<file path="src/rtl/ps2_host_tx.sv">
// Host-to-device PS/2 transmitter: inhibits the bus, issues a request-to-send,
// then shifts one command byte out on device clock edges and checks the ack.
module ps2_host_tx #(
  parameter int unsigned INHIBIT_CYCLES = 10000,
  parameter int unsigned SETUP_CYCLES   = 200,
  parameter int unsigned TIMEOUT_CYCLES = 2000000
) (
  input  logic       clk,
  input  logic       rst,
  input  logic [7:0] tx_data,
  input  logic       tx_valid,
  output logic       tx_ready,
  input  logic       ps2_clk_i,
  input  logic       ps2_data_i,
  output logic       ps2_clk_oe,
  output logic       ps2_data_oe,
  output logic       busy,
  output logic       done,
  output logic [1:0] err
);

  localparam int unsigned PH_MAX = (INHIBIT_CYCLES > SETUP_CYCLES) ? INHIBIT_CYCLES : SETUP_CYCLES;
  localparam int unsigned PH_W   = $clog2(PH_MAX) + 1;
  localparam int unsigned TMO_W  = $clog2(TIMEOUT_CYCLES) + 1;
  localparam int unsigned BIT_W  = 4;

  localparam logic [1:0] ERR_OK      = 2'b00;
  localparam logic [1:0] ERR_NOACK   = 2'b01;
  localparam logic [1:0] ERR_TIMEOUT = 2'b10;

  localparam logic [PH_W-1:0]  INHIBIT_LAST = PH_W'(INHIBIT_CYCLES - 1);
  localparam logic [PH_W-1:0]  SETUP_LAST   = PH_W'(SETUP_CYCLES - 1);
  localparam logic [TMO_W-1:0] TMO_LIMIT    = TMO_W'(TIMEOUT_CYCLES);

  typedef enum logic [2:0] {
    IDLE,
    INHIBIT,
    START,
    SHIFT,
    ACK,
    WAIT_IDLE
  } state_t;

  state_t            state_q, state_d;
  logic [PH_W-1:0]   ph_cnt_q, ph_cnt_d;
  logic [TMO_W-1:0]  tmo_q, tmo_d, tmo_inc;
  logic [BIT_W-1:0]  n_q, n_d;
  logic [7:0]        byte_q, byte_d;
  logic              par_q, par_d;
  logic              nack_q, nack_d;
  logic              clk_oe_d, data_oe_d, busy_d, done_d, ready_d;
  logic [1:0]        err_d;
  logic              tmo_hit;

  // Two-flop synchronizers; clk_prev gives the falling-edge reference
  logic clk_meta, clk_sync, clk_prev;
  logic data_meta, data_sync;
  logic clk_fe;

  assign clk_fe  = clk_prev & ~clk_sync;
  assign tmo_inc = (tmo_q == TMO_LIMIT) ? tmo_q : tmo_q + TMO_W'(1);
  assign tmo_hit = (tmo_inc == TMO_LIMIT);

  always_ff @(posedge clk) begin
    if (rst) begin
      clk_meta  <= 1'b1;
      clk_sync  <= 1'b1;
      clk_prev  <= 1'b1;
      data_meta <= 1'b1;
      data_sync <= 1'b1;
    end else begin
      clk_meta  <= ps2_clk_i;
      clk_sync  <= clk_meta;
      clk_prev  <= clk_sync;
      data_meta <= ps2_data_i;
      data_sync <= data_meta;
    end
  end

  // State and registered outputs
  always_ff @(posedge clk) begin
    if (rst) begin
      state_q     <= IDLE;
      ph_cnt_q    <= '0;
      tmo_q       <= '0;
      n_q         <= '0;
      byte_q      <= '0;
      par_q       <= 1'b0;
      nack_q      <= 1'b0;
      ps2_clk_oe  <= 1'b0;
      ps2_data_oe <= 1'b0;
      busy        <= 1'b0;
      done        <= 1'b0;
      err         <= ERR_OK;
      tx_ready    <= 1'b1;
    end else begin
      state_q     <= state_d;
      ph_cnt_q    <= ph_cnt_d;
      tmo_q       <= tmo_d;
      n_q         <= n_d;
      byte_q      <= byte_d;
      par_q       <= par_d;
      nack_q      <= nack_d;
      ps2_clk_oe  <= clk_oe_d;
      ps2_data_oe <= data_oe_d;
      busy        <= busy_d;
      done        <= done_d;
      err         <= err_d;
      tx_ready    <= ready_d;
    end
  end

  always_comb begin
    state_d   = state_q;
    ph_cnt_d  = ph_cnt_q;
    tmo_d     = tmo_q;
    n_d       = n_q;
    byte_d    = byte_q;
    par_d     = par_q;
    nack_d    = nack_q;
    clk_oe_d  = ps2_clk_oe;
    data_oe_d = ps2_data_oe;
    done_d    = 1'b0;
    err_d     = err;

    case (state_q)
      IDLE: begin
        if (tx_valid && tx_ready) begin
          byte_d    = tx_data;
          par_d     = ~^tx_data;
          nack_d    = 1'b0;
          err_d     = ERR_OK;
          ph_cnt_d  = '0;
          clk_oe_d  = 1'b1;
          data_oe_d = 1'b0;
          state_d   = INHIBIT;
        end
      end

      INHIBIT: begin
        if (ph_cnt_q == INHIBIT_LAST) begin
          ph_cnt_d  = '0;
          data_oe_d = 1'b1;
          state_d   = START;
        end else begin
          ph_cnt_d = ph_cnt_q + PH_W'(1);
        end
      end

      START: begin
        if (ph_cnt_q == SETUP_LAST) begin
          ph_cnt_d = '0;
          clk_oe_d = 1'b0;
          n_d      = '0;
          tmo_d    = '0;
          state_d  = SHIFT;
        end else begin
          ph_cnt_d = ph_cnt_q + PH_W'(1);
        end
      end

      // n_q counts falling edges already handled; edge n_q+1 drives the next bit
      SHIFT: begin
        if (clk_fe) begin
          n_d = n_q + BIT_W'(1);
          if (n_q < BIT_W'(8)) begin
            data_oe_d = ~byte_q[n_q[2:0]];
          end else if (n_q == BIT_W'(8)) begin
            data_oe_d = ~par_q;
          end else begin
            data_oe_d = 1'b0;
            state_d   = ACK;
          end
        end
      end

      ACK: begin
        if (clk_fe) begin
          nack_d  = data_sync;
          state_d = WAIT_IDLE;
        end
      end

      WAIT_IDLE: begin
        if (clk_sync && data_sync) begin
          done_d  = 1'b1;
          err_d   = nack_q ? ERR_NOACK : ERR_OK;
          state_d = IDLE;
        end
      end

      default: state_d = IDLE;
    endcase

    // Timeout overrides whatever the bit phase decided this cycle
    if (state_q inside {SHIFT, ACK, WAIT_IDLE}) begin
      tmo_d = tmo_inc;
      if (tmo_hit) begin
        clk_oe_d  = 1'b0;
        data_oe_d = 1'b0;
        done_d    = 1'b1;
        err_d     = ERR_TIMEOUT;
        state_d   = IDLE;
      end
    end

    busy_d  = (state_d != IDLE);
    ready_d = (state_d == IDLE) && !done_d;
  end

endmodule

</file>
<file path="config.mk">
export PLATFORM = sky130hd
export DESIGN_NAME = ps2_host_tx
export DESIGN_NICKNAME = d
export VERILOG_FILES = /design/src/rtl/ps2_host_tx.sv
export SDC_FILE = /design/constraint.sdc
export NUM_CORES = 1
export LEC_CHECK = 0
export CAP_MARGIN = 0
export CORE_UTILIZATION = 35
export DETAILED_ROUTE_END_ITERATION = 10
export PLACE_DENSITY = 0.59
export SYNTH_ARGS = -nofsm -noshare
export SYNTH_HDL_FRONTEND = slang
export SYNTH_SLANG_ARGS = --single-unit
</file>
<file path="constraint.sdc">
create_clock -name clk -period 2.7 [get_ports clk]
set_input_delay 0.27 -clock clk [delete_from_list [all_inputs] [get_ports clk]]
set_output_delay 0.27 -clock clk [all_outputs]
set_load 0.05 [all_outputs]
</file>
Word level (Yosys, flattened, before mapping)
Cells that the tools add are included.
{ "classes": {"div": 0, "n_mux": 50, "shift": 0, "magnitude_cmp": 2, "eq_ne": 14, "n_mul": 0, "bitwise": 4, "add_sub_neg": 3, "reduce_logical": 19} }
{ "op_table": {"columns": ["cell", "count"], "rows": [
  ["$mux W22", 4],
  ["$mux W15", 3],
  ["$pmux W15 S3", 1],
  ["$eq A22 B21 Y1 const B", 2],
  ["$mux W3", 10],
  ["$add A22 B1 Y22 const B", 1],
  ["$mux W1", 19],
  ["$pmux W3 S6", 1],
  ["$add A15 B1 Y15 const B", 1],
  ["$eq A15 B14 Y1 const B", 1],
  ["$eq A15 B8 Y1 const B", 1],
  ["$reduce_bool A3 Y1", 3],
  ["$mux W2", 4],
  ["$mux W4", 2],
  ["$ne A2 B2 Y1 const B", 4],
  ["$pmux W4 S2", 1],
  ["$reduce_bool A2 Y1", 4],
  ["$reduce_xnor A8 Y1", 1],
  ["$eq A3 B2 Y1 const B", 2],
  ["$eq A3 B3 Y1 const B", 2],
  ["$logic_not A3 Y1", 2],
  ["$reduce_and A2 Y1", 3],
  ["$reduce_and A3 Y1", 2],
  ["$add A4 B1 Y4 const B", 1],
  ["12 further kinds", 17]
]} }
{ "word_totals": {"regBits": 66, "romBits": 0, "n_memories": 0, "inputBits": 13, "ram_bits": 0, "latch_bits": 0, "wordCells": 110, "out_inout_bits": 7} }

Depth between registers and ports, before layout
{ "logic_depth": {"depth_word": 9, "depth_mapped": 11, "ltp_nobuf": 9} }

Least setup slack after synthesis
No wires, ideal clock.
{ "synth_timing": {"kind": "register -> register", "start": "register tmo_q[0]", "end": "register ps2_clk_oe", "arrival_time_ps": 2081, "setup_time_ps": 88, "required_ps": 2612, "path_stages_with_launch": 11, "path_slack_ps": 532, "cell_sequence": "dfxtp_1 -> inv_1 -> ha_1 -> nor4b_1 -> nand3_1 -> nor2_1 -> mux2_2 -> and3_1 -> and4_4 -> buf_8 -> nor4_4"} }
{ "synth_between": {"elab_chain_cells": 5} }
{ "synth_lines": {"columns": ["item", "line", "rtl"], "rows": [
  ["from (decl)", "46", "logic [TMO_W-1:0] tmo_q, tmo_d, tmo_inc;"],
  ["from (signal assigned)", "99", "tmo_q <= tmo_d;"],
  ["$add A22 B1 Y22 / $eq A22 B21 Y1 (equally long branches)", "61", "assign tmo_inc = (tmo_q == TMO_LIMIT) ? tmo_q : tmo_q + TMO_W'(1);"],
  ["$mux W22 (*)", "61", null],
  ["$eq A22 B21 Y1 (*)", "62", "assign tmo_hit = (tmo_inc == TMO_LIMIT);"],
  ["$mux W1 (*)", "198", "if (tmo_hit) begin"],
  ["$mux W1 (*)", "196", "if (state_q inside {SHIFT, ACK, WAIT_IDLE}) begin"],
  ["to (signal assigned)", "104", "ps2_clk_oe <= clk_oe_d;"],
  ["to (decl)", "15", "output logic ps2_clk_oe,"]
]} }
Every way passes the cells marked *; elsewhere a longest branch is shown, timed or not.
A chain may end at the register's enable or synchronous reset.

Worst setup path in the final report
{ "layout_timing": {"start": "register tmo_q[0]", "end": "register state_q[1]"} }
{ "layout_between": {"elab_chain_cells": 5} }
{ "layout_lines": {"columns": ["item", "line", "rtl"], "rows": [
  ["$add A22 B1 Y22 / $eq A22 B21 Y1 (equally long branches)", "61", null],
  ["$mux W22 (*)", "61", null],
  ["$eq A22 B21 Y1 (*)", "62", null],
  ["$mux W3 (*)", "198", null],
  ["$mux W3 (*)", "196", null],
  ["to (signal assigned)", "97", "state_q <= state_d;"],
  ["to (decl)", "44", "state_t state_q, state_d;"]
]} }
Marks and branches as above.

==> impl_metrics.py <==
metrics = {
    "timing": {
        "rsz0062_at_grt": "no",
        "timing.fmax_ghz": 0.4058,
        "setup_tns_ns": 0,
        "timing_max_transition_violations_final": 0,
        "hold_violations": 0,
        "fin_crit_sh": 0.9126,
        "period_minus_slack_ns": 2.464,
        "skew_ns": 0.009482,
        "tightestPinTransition_ns": 0.7830,
        "max_slew_margin": 0.4780,
        "setup-violations-final": 0,
    },
    "worst_setup_path": {
        "crit_buf_inv": 0,
        "worstRegToRegCells": 8,
        "start_kind": "register",
        "path_delay_family": "simple AND/OR/NAND/NOR gates",
        "crit_slowest_cell": "dfxtp_1",
        "arrival_ns": 2.67,
        "worst-path-max-fanout": 7,
        "r2r_setup_slack_ns": 0.24,
        "r2r-end": "state_q[1]$_SDFF_PP0_",
        "cp.required_ns": 2.91,
        "path_cells": "ha_1 > and4_1 > nand4_2 > a22o_1 > nor4_1 > and3_1 > and4_4 > nor4_2",
        "r2r_start": "tmo_q[0]$_SDFFE_PP0P_",
        "end_kind": "register",
        "cpPeakStageDelay_ns": 0.42,
        "path_class": "reg -> reg",
    },
    "synth": {
        "syn_avg_cell_area_um2": 8.047,
        "synth-seq-cells": 66,
        "synth_edf_count": 0,
        "synthCells": 475,
        "yosysWarnings": 0,
        "ys.flop_type": "dfxtp_1",
        "synth_nets": 493,
        "ys_async_sr_fraction": 0,
        "syn_area_um2": 3822,
        "ys_seq_area_frac": 0.3457,
        "synth_cell_types": 67,
    },
    "floorplanning": {
        "row_count": 37,
        "die_w_um": 106.5,
        "coreArea_um2": 10460,
        "start_util": 0.3653,
        "die_h_um": 106.5,
        "dieArea_um2": 11340,
        "ioPinCount": 20,
    },
    "hold_path": {
        "hp-start": "clk_meta$_SDFF_PP1_",
        "whs_path_depth": 1,
        "min_to": "clk_sync$_SDFF_PP1_",
        "hp-class": "reg -> reg",
    },
    "clock_network": {
        "clockBufferDepth": 2,
        "cts_root_buffer": "clkbuf_8",
        "clock_sinks": 66,
        "hold_buffers": 0,
        "insertion_delay_ns": 0.35,
        "cts_buffers": 9,
        "post_cts_buffers": 0,
        "htree_levels": 3,
        "clkTransAtPathRegs_ns": 0.08,
        "cts_resized": 0,
        "cts_tree": "done",
    },
    "placed_design": {
        "io_buffer_count": 19,
        "gp_congestion": 0.8265,
        "post-place-cells": 603,
        "post-dp-hpwl_mm": 5.997,
    },
    "route": {
        "route.detailed.drc": 0,
        "ant_nets": 0,
        "wl_per_cell_um": 14.00,
        "firstDrtPassIters": 4,
        "vias": 3374,
        "wirelength_mm": 8.664,
        "via_per_inst": 5.451,
        "drt-initial-drc-count": 165,
    },
    "global_route": {
        "grt_start_max_net_pins": 38,
        "overflow": 0,
        "met1_usage": 0.2218,
        "antenna_found_initial": 0,
        "grtUsageMet2": 0.2477,
        "grtUsageTotal": 0.1620,
        "grt_pass1_vias": 3021,
        "gr-max-usage-layer": "met2",
        "met3_usage": 0.03250,
        "grt_first_pass_wirelength_mm": 14.73,
    },
    "final_layout": {
        "layout.nets": 496,
        "num_antenna_cells": 0,
        "final_layout_size_suffix_gt1_frac": 0.1097,
        "final_cells": 619,
        "syn2layout_area_growth_pct": 12.60,
    },
    "job": {
        "maxCapViolCount": 0,
    },
    "power": {
        "ir_drop_mv": 0.2724,
        "cellPowerDensity_nw_per_um2": 519.6,
        "leakagePower_nw": 1.487,
    },
    "status": {
        "status": "completed",
    },
}
-- synth_stat cells (all sizes together), types with 2 or more instances --
cell type | n | area share
dfxtp | 66 | 0.35
nand2 | 49 | 0.048
nor2 | 48 | 0.048
a21oi | 44 | 0.058
o21ai | 24 | 0.031
nor3 | 20 | 0.035
and3 | 18 | 0.029
clkbuf | 18 | 0.018
buf | 17 | 0.029
nand3 | 16 | 0.021
nand4 | 12 | 0.025
xor2 | 12 | 0.027
xnor2 | 11 | 0.025
and4 | 10 | 0.024
a31oi | 9 | 0.015
inv | 9 | 0.0088
nand2b | 9 | 0.015
a311oi | 8 | 0.018
nor2b | 6 | 0.0098
a211oi | 5 | 0.0098
a22oi | 5 | 0.011
and2 | 5 | 0.0082
ha | 5 | 0.016
nor4 | 5 | 0.014
or2 | 5 | 0.0082
nor4b | 4 | 0.013
or3 | 4 | 0.0065
nand4b | 3 | 0.0069
o211ai | 3 | 0.0059
a2111oi | 2 | 0.0065
mux2i | 2 | 0.0052
mux4 | 2 | 0.012
nor4bb | 2 | 0.0052
-- cells by family after synthesis --
group                      Yosys count  share of synthesized area
muxes                                5                    0.01997
adders and majority gates            5                    0.01637
and+or+nand+nor                    223                     0.3345
buffers and inverters               44                    0.05630
AOI/OAI and AO/OA                  109                     0.1745
xor gates and xnor gates            23                    0.05270
DFF                                 66                     0.3457
-- routing by layer --
metal / up-vias / wire [um]
li1: 1723 / -
met1: 1569 / 4352
met2: 72 / 3766
met3: 10 / 444
met4: 0 / 102
met5: - / 0
-- stage by stage --
step / util / instance area [um^2] / total power [mW] / setup slack [ns] / hold slack, ns
2_1_floorplan: - / 3822 / 1.161 / 0.5318 / 0.3738
3_3_place_gp: 0.3877 / 4056 / 1.219 / 0.2928 / 0.4005
3_5_place_dp: 0.3877 / 4056 / 1.223 / 0.2388 / 0.4021
4_1_cts: 0.4114 / 4304 / 2.261 / 0.2377 / 0.4197
5_1_grt: 0.4114 / 4304 / 2.331 / 0.05177 / 0.4331
6_report: 0.4114 / 4304 / 2.237 / 0.2359 / 0.4201
-- power by group --
group / switching [mW] / leakage (nW) / internal (mW)
combinational: 0.107 / 0.832 / 0.0757
sequential: 0.0182 / 0.535 / 0.997
clock: 0.418 / 0.120 / 0.621
total: 0.543 / 1.49 / 1.69
-- worst max-delay path by stage --
stage | to | depth (start not counted) | start | slack [ns]
finish | state_q[1]$_SDFF_PP0_ | 8 | tmo_q[0]$_SDFFE_PP0P_ | 0.24
global route | state_q[2]$_SDFF_PP0_ | 8 | tmo_q[0]$_SDFFE_PP0P_ | 0.05
CTS | state_q[1]$_SDFF_PP0_ | 8 | tmo_q[0]$_SDFFE_PP0P_ | 0.24
detailed placement | state_q[1]$_SDFF_PP0_ | 8 | tmo_q[0]$_SDFFE_PP0P_ | 0.24
global placement | ps2_clk_oe$_SDFF_PP0_ | 8 | tmo_q[0]$_SDFFE_PP0P_ | 0.29
floorplan | ps2_clk_oe$_SDFF_PP0_ | 10 | tmo_q[0]$_SDFFE_PP0P_ | 0.53
-- placed cells by master (no fill, tap or decap), types with 8 or more instances in the layout --
master | synthesis | layout
nor2_1 | 47 | 47
a31oi_1 | 9 | 9
clkdlybuf4s50_1 | 0 | 18
nand4_1 | 10 | 10
dfxtp_1 | 66 | 66
nand2b_1 | 9 | 9
xnor2_1 | 11 | 11
clkbuf_8 | 0 | 9
a311oi_1 | 8 | 8
a21oi_1 | 44 | 44
o21ai_0 | 21 | 21
nor3_1 | 13 | 13
nand2_1 | 49 | 49
nand3_1 | 16 | 16
and3_1 | 18 | 18
xor2_1 | 12 | 12
buf_4 | 3 | 8
inv_1 | 9 | 9
and4_1 | 8 | 8
-- registers in the layout (all words and copies together) (netlist names), 2 cells and up --
signal    flops
tmo_q        22
byte_q        8
n_q           4
err           2
ph_cnt_q     15
state_q       3
-- area by class of cell --
cell class / count / area, um^2
multi-input combinational: 365 / 2286
fill: 1079 / 6158
sequential: 66 / 1321
tap: 136 / 170.2
inverter: 9 / 33.78
clock inverter: 7 / 123.9
clock buffer: 9 / 123.9
timing repair buffer: 27 / 245.2
Power figures use the tool's default switching activity.
